### src/rtl/program_sequencer_pkg.sv
// Shared types and defaults for the program sequencer front end.
package program_sequencer_pkg;

  localparam int PROG_DEPTH_DEFAULT = 16;

  typedef enum logic [1:0] {
    SEQ_IDLE = 2'd0,
    SEQ_LOAD = 2'd1,
    SEQ_RUN  = 2'd2,
    SEQ_DONE = 2'd3
  } seq_state_t;

endpackage

### src/rtl/program_sequencer_mem.sv
// Program word store: one write port, two combinational read ports.
module program_mem
  import program_sequencer_pkg::*;
#(
  parameter int PROG_DEPTH = PROG_DEPTH_DEFAULT,
  parameter int PC_W       = $clog2(PROG_DEPTH) + 1
) (
  input  logic            clk,
  input  logic            we,
  input  logic [PC_W-1:0] waddr,
  input  logic [2:0]      wdata,
  input  logic [PC_W-1:0] raddr0,
  input  logic [PC_W-1:0] raddr1,
  output logic [2:0]      rdata0,
  output logic [2:0]      rdata1
);

  localparam int AW = $clog2(PROG_DEPTH);

  logic [2:0] mem [PROG_DEPTH];

  always_ff @(posedge clk) begin
    if (we && (waddr < PC_W'(PROG_DEPTH))) begin
      mem[waddr[AW-1:0]] <= wdata;
    end
  end

  // Addresses past the store read as zero so pc+1 never indexes off the end.
  always_comb begin
    rdata0 = (raddr0 < PC_W'(PROG_DEPTH)) ? mem[raddr0[AW-1:0]] : 3'd0;
    rdata1 = (raddr1 < PC_W'(PROG_DEPTH)) ? mem[raddr1[AW-1:0]] : 3'd0;
  end

endmodule

### src/rtl/program_sequencer.sv
// Front-end controller: program load, fetch of opcode/operand pairs,
// per-stage valid tracking, JNZ redirect and completion detection.
module program_sequencer
  import program_sequencer_pkg::*;
#(
  parameter int PROG_DEPTH = PROG_DEPTH_DEFAULT,
  parameter int PC_W       = $clog2(PROG_DEPTH) + 1
) (
  input  logic       clk,
  input  logic       rst,
  input  logic       load_start,
  input  logic       load_valid,
  input  logic [2:0] load_data,
  input  logic       load_end,
  input  logic       start,
  input  logic       stall_in,
  input  logic       jump_taken,
  input  logic [2:0] jump_target,
  output logic [2:0] opcode,
  output logic [2:0] operand,
  output logic       f_valid,
  output logic       id_valid,
  output logic       ex_valid,
  output logic       halt_id,
  output logic       busy,
  output logic       done
);

  seq_state_t      state, state_n;
  logic [PC_W-1:0] pc, pc_n, prog_len, prog_len_n, pc_plus1;
  logic [2:0]      opcode_n, operand_n, rd0, rd1;
  logic            f_n, id_n, ex_n, busy_n, done_n;
  logic            mem_we, can_fetch, store_full;

  program_mem #(
    .PROG_DEPTH(PROG_DEPTH),
    .PC_W      (PC_W)
  ) u_mem (
    .clk   (clk),
    .we    (mem_we),
    .waddr (prog_len),
    .wdata (load_data),
    .raddr0(pc),
    .raddr1(pc_plus1),
    .rdata0(rd0),
    .rdata1(rd1)
  );

  assign pc_plus1   = pc + PC_W'(1);
  assign can_fetch  = pc_plus1 < prog_len;
  assign store_full = prog_len == PC_W'(PROG_DEPTH);
  assign halt_id    = stall_in | (state != SEQ_RUN);

  always_ff @(posedge clk or posedge rst) begin
    if (rst) begin
      state    <= SEQ_IDLE;
      pc       <= '0;
      prog_len <= '0;
      opcode   <= 3'd0;
      operand  <= 3'd0;
      f_valid  <= 1'b0;
      id_valid <= 1'b0;
      ex_valid <= 1'b0;
      busy     <= 1'b0;
      done     <= 1'b0;
    end else begin
      state    <= state_n;
      pc       <= pc_n;
      prog_len <= prog_len_n;
      opcode   <= opcode_n;
      operand  <= operand_n;
      f_valid  <= f_n;
      id_valid <= id_n;
      ex_valid <= ex_n;
      busy     <= busy_n;
      done     <= done_n;
    end
  end

  always_comb begin
    state_n    = state;
    pc_n       = pc;
    prog_len_n = prog_len;
    opcode_n   = opcode;
    operand_n  = operand;
    f_n        = f_valid;
    id_n       = id_valid;
    ex_n       = ex_valid;
    mem_we     = 1'b0;

    case (state)
      SEQ_IDLE, SEQ_DONE: begin
        if (load_start) begin
          state_n    = SEQ_LOAD;
          prog_len_n = '0;
        end else if (start) begin
          state_n = SEQ_RUN;
          pc_n    = '0;
        end
      end

      SEQ_LOAD: begin
        if (load_valid && !store_full) begin
          mem_we     = 1'b1;
          prog_len_n = prog_len + PC_W'(1);
        end
        if (load_end) begin
          state_n = SEQ_IDLE;
        end
      end

      SEQ_RUN: begin
        if (!stall_in) begin
          if (jump_taken) begin
            pc_n = PC_W'(jump_target);
            f_n  = 1'b0;
            id_n = 1'b0;
            ex_n = 1'b0;
          end else begin
            if (can_fetch) begin
              opcode_n  = rd0;
              operand_n = rd1;
              f_n       = 1'b1;
              pc_n      = pc + PC_W'(2);
            end else begin
              f_n = 1'b0;
            end
            id_n = f_valid;
            ex_n = id_valid;
            // Finish on the edge that leaves all three stages empty.
            if (!can_fetch && !f_valid && !id_valid) begin
              state_n = SEQ_DONE;
            end
          end
        end
      end

      default: state_n = SEQ_IDLE;
    endcase

    busy_n = (state_n == SEQ_LOAD) || (state_n == SEQ_RUN);
    done_n = (state_n == SEQ_DONE);
  end

endmodule

### config.mk
export PLATFORM = sky130hd
export DESIGN_NAME = program_sequencer
export DESIGN_NICKNAME = d
export VERILOG_FILES = /design/src/rtl/program_sequencer_pkg.sv /design/src/rtl/program_sequencer_mem.sv /design/src/rtl/program_sequencer.sv
export SDC_FILE = /design/constraint.sdc
export NUM_CORES = 1
export LEC_CHECK = 0
export CAP_MARGIN = 20
export CORE_ASPECT_RATIO = 1.1
export CORE_MARGIN = 5
export CORE_UTILIZATION = 35
export CTS_BUF_LIST = sky130_fd_sc_hd__clkbuf_4 sky130_fd_sc_hd__clkbuf_8 sky130_fd_sc_hd__clkbuf_16
export DETAILED_ROUTE_END_ITERATION = 8
export PLACE_DENSITY = 0.57
export REMOVE_ABC_BUFFERS = 1
export SLEW_MARGIN = 20
export SYNTH_ARGS = -nofsm -noshare
export SYNTH_HDL_FRONTEND = slang
export SYNTH_HIERARCHICAL = 1
export SYNTH_SLANG_ARGS = --single-unit
### constraint.sdc
create_clock -name clk -period 5.9 [get_ports clk]
set_clock_uncertainty 0.1 [all_clocks]
set_input_delay 1.18 -clock clk [delete_from_list [all_inputs] [get_ports clk]]
set_output_delay 1.18 -clock clk [all_outputs]
set_load 0.02 [all_outputs]
==> metrics.txt <==
outcome=completed; Unique masters post-synth=46; dpl hpwl=5.96 mm; Initial Util=0.360; highest fanout seen on the critical path=4; Mean Syn Cell Area=13.7 µm²; RR Endpoint=operand[1]; leakage power summed over all cells=1.65 nW; initial antenna violation count=0; Worst setup EP type=output pin; Area growth, synth to finish=18.1%; CTS tree=built; layout cells sized above 1=0.156; Mapped Cells=275; most frequent cell after synthesis=sky130_fd_sc_hd__edfxtp_1; via count of the routed design=2,385; final hold violations=0; area share of the largest cell type after synthesis=0.384; overall routing resource usage=0.137; weighted congestion reported at the end of routability-driven placement=between 0.8 and 0.9; async set-reset flop share out of synthesis=0.324; kind of critical path=input port to output pin; H-tree lvl count=3; xor and xnor area share after synthesis=0.00700; area of the core=10,400 µm²; post-synthesis simple-gate area fraction=0.108; reg-to-reg slack, setup=2.18 ns; Data required, critical path=4.62 ns; met3 track utilization from global routing=0.0311; VDD IR max=0.183 mV; arrival time at the worst endpoint=around 2.5 ns; n_diodes=0; number of buffers created by CTS=9; leading post-synthesis cells by cell area=sky130_fd_sc_hd__edfxtp_1 38%, sky130_fd_sc_hd__dfrtp_1 15%, sky130_fd_sc_hd__mux4_2 9.6%; width of the die=approximately 110 µm; total number of nets in the final design=327; combinational family with the most area after synthesis=multiplexers; Hold Crit Class=register to register; maximum buffer depth of the clock tree=2; total die area=12,900 µm²; Antenna Nets Post-Route=0; complex-gate fraction of the synthesized area=0.0909; post-synthesis instance area=approximately 3800 µm²; via count of the first global-routing pass=2,420; post-route DRC violation count=0; Filler cells=~990; wire length of the first global-routing pass=13.3 mm; mean number of vias per cell=5.30; CTS clock-pin slew for the worst setup and hold paths=0.06 ns; adder-cell area share of the yosys netlist=0.0366; Pre-antenna DRT Iters=4; GRT Max-Usage Layer=met2; # rows=39; die height=around 120 µm; Seq cells post-synth=just over 70; worst slew margin relative to its limit=0.385; Hold Path Origin=opcode[1]; Total Negative Setup Slacks=0 ns; setup repair bufs after CTS=0; Primary FF master, synth=sky130_fd_sc_hd__edfxtp_1; initial detailed-routing violation count=between 90 and 100; Hold Path Sink=opcode[1]; utilization after layout=0.425; smallest setup slack after layout=2.09 ns; final-report max-slew violation count=0; met2 track demand over resource in global routing=0.209; multiplexer share of the synthesized area=0.190; count of flip-flops with a built-in enable after synthesis=48; routed wire length per instance=~18 µm; number of cells traversed by the worst register-to-register path=8; Yosys warning count=6; total of endpoints with negative setup slack in the final report=0; worst-skew pair later-pin latency=0.34 ns; Setup Slack @ Placement=between 1.5 and 2 ns; setup repair after global routing missed its margin=no; post-route minimum period=3.81 ns; wire length after detailed routing=about 8 mm; Overall Power=2.06 mW; area leader, netlist=sky130_fd_sc_hd__edfxtp_1; final cycle utilization of the critical path=0.646; leading post-synthesis cells by instance count=48 x sky130_fd_sc_hd__edfxtp_1, 23 x sky130_fd_sc_hd__dfrtp_1, 22 x sky130_fd_sc_hd__nor2_1; count of input and output buffers=25; sequential share of the synthesized area=0.537; highest achievable clock rate=262 MHz; pin count of the biggest net entering global routing=24; worst slew pin tran=0.921 ns; global-route met1 utilization=0.187; residual overflow from global routing=0; cts-stage hold buffer count=0; post-cts resize count=0; Root Buffer Master=sky130_fd_sc_hd__clkbuf_16; total of max-cap violations=0; clock sink count=slightly above 70; hold slack=0.407 ns; pwr dens=between 400 and 500 nW/µm²; worst hold path cell count=1; type of element launching the critical path=input port; total I/O pin count=26; reg-to-reg startpoint=pc[0]
through the flow:
stage	instances	area, µm²
after global routing	450	4440
final	450	4440
after detailed placement	434	4130
after CTS	450	4430
after floorplan	266	3700
after global placement	434	4130
power by group:
group          leakage [nW]  switching, mW  internal, mW
clock                 0.142          0.207         0.327
sequential            0.737         0.0961         0.593
combinational         0.768          0.428         0.412
total                  1.65          0.732          1.33
cells by family after synthesis:
group | count (synthesis)
simple gates | 82
xor+xnor | 3
compound gates | 46
mux | 37
fa+ha+maj | 11
buf+inv | 25
flops | 71
layout make-up:
class,count,area [µm²],area share
Inverter,16,60.1,0.0135
Clock inverter,7,72.6,0.0164
Timing Repair Buffer,25,250,0.0564
Sequential cell,71,2020,0.455
Clock buffer,9,225,0.0508
Multi-Input combinational cell,179,1630,0.368
Tap cell,143,179,0.0403
how the worst max path moves through the flow:
| stage | start | slack [ns] | end |
|---|---|---|---|
| 2_1_floorplan | pc[0] | 2.47 | opcode[0] |
| 3_3_place_gp | pc[0] | 1.90 | operand[1] |
| 3_5_place_dp | pc[0] | 1.79 | operand[1] |
| 4_1_cts | pc[0] | 1.80 | operand[1] |
| 5_1_grt | pc[0] | 1.89 | opcode[2] |
| 6_report | stall_in | 2.09 | halt_id |
registers in the layout, indices dropped and copies added (netlist names), 2 cells and up:
name	flops
operand	3
pc	5
u_mem/mem	48
opcode	3
prog_len	5
state	2
worst max-delay path, cell delays in order:
cell,delay [ns]
sky130_fd_sc_hd__clkdlybuf4s50_1,0.53
sky130_fd_sc_hd__nand2b_1,0.20
sky130_fd_sc_hd__clkdlybuf4s50_1,0.63
layout by cell type, fill, tap and decap left out, types with 2 or more instances in the layout:
master / instances
sky130_fd_sc_hd__o211ai_1: 6
sky130_fd_sc_hd__mux4_1: 7
sky130_fd_sc_hd__a22oi_1: 7
sky130_fd_sc_hd__xnor2_1: 2
sky130_fd_sc_hd__a21oi_1: 8
sky130_fd_sc_hd__clkbuf_16: 9
sky130_fd_sc_hd__o21a_1: 2
sky130_fd_sc_hd__nand2_1: 17
sky130_fd_sc_hd__inv_1: 16
sky130_fd_sc_hd__a22o_1: 3
sky130_fd_sc_hd__mux2i_1: 8
sky130_fd_sc_hd__clkinv_2: 2
sky130_fd_sc_hd__clkinvlp_4: 2
sky130_fd_sc_hd__nand4_1: 4
sky130_fd_sc_hd__o21ai_0: 5
sky130_fd_sc_hd__a31oi_1: 3
sky130_fd_sc_hd__nand2b_1: 6
sky130_fd_sc_hd__edfxtp_1: 48
sky130_fd_sc_hd__or3_1: 2
sky130_fd_sc_hd__nor3_1: 4
sky130_fd_sc_hd__mux2_4: 6
sky130_fd_sc_hd__mux4_2: 16
sky130_fd_sc_hd__and2_1: 2
sky130_fd_sc_hd__clkdlybuf4s50_1: 25
sky130_fd_sc_hd__or4b_2: 2
sky130_fd_sc_hd__nor2_1: 22
sky130_fd_sc_hd__o22ai_1: 2
sky130_fd_sc_hd__nand3_1: 15
sky130_fd_sc_hd__ha_1: 11
sky130_fd_sc_hd__nor2b_1: 4
sky130_fd_sc_hd__dfrtp_1: 23
metal layers:
metal | share of wire | wire, µm
met5 | 0 | 0
met4 | 0.020 | 158
met3 | 0.035 | 280
met2 | 0.49 | 3960
met1 | 0.45 | 3620
Note: power is estimated with default switching activity, not from simulation.
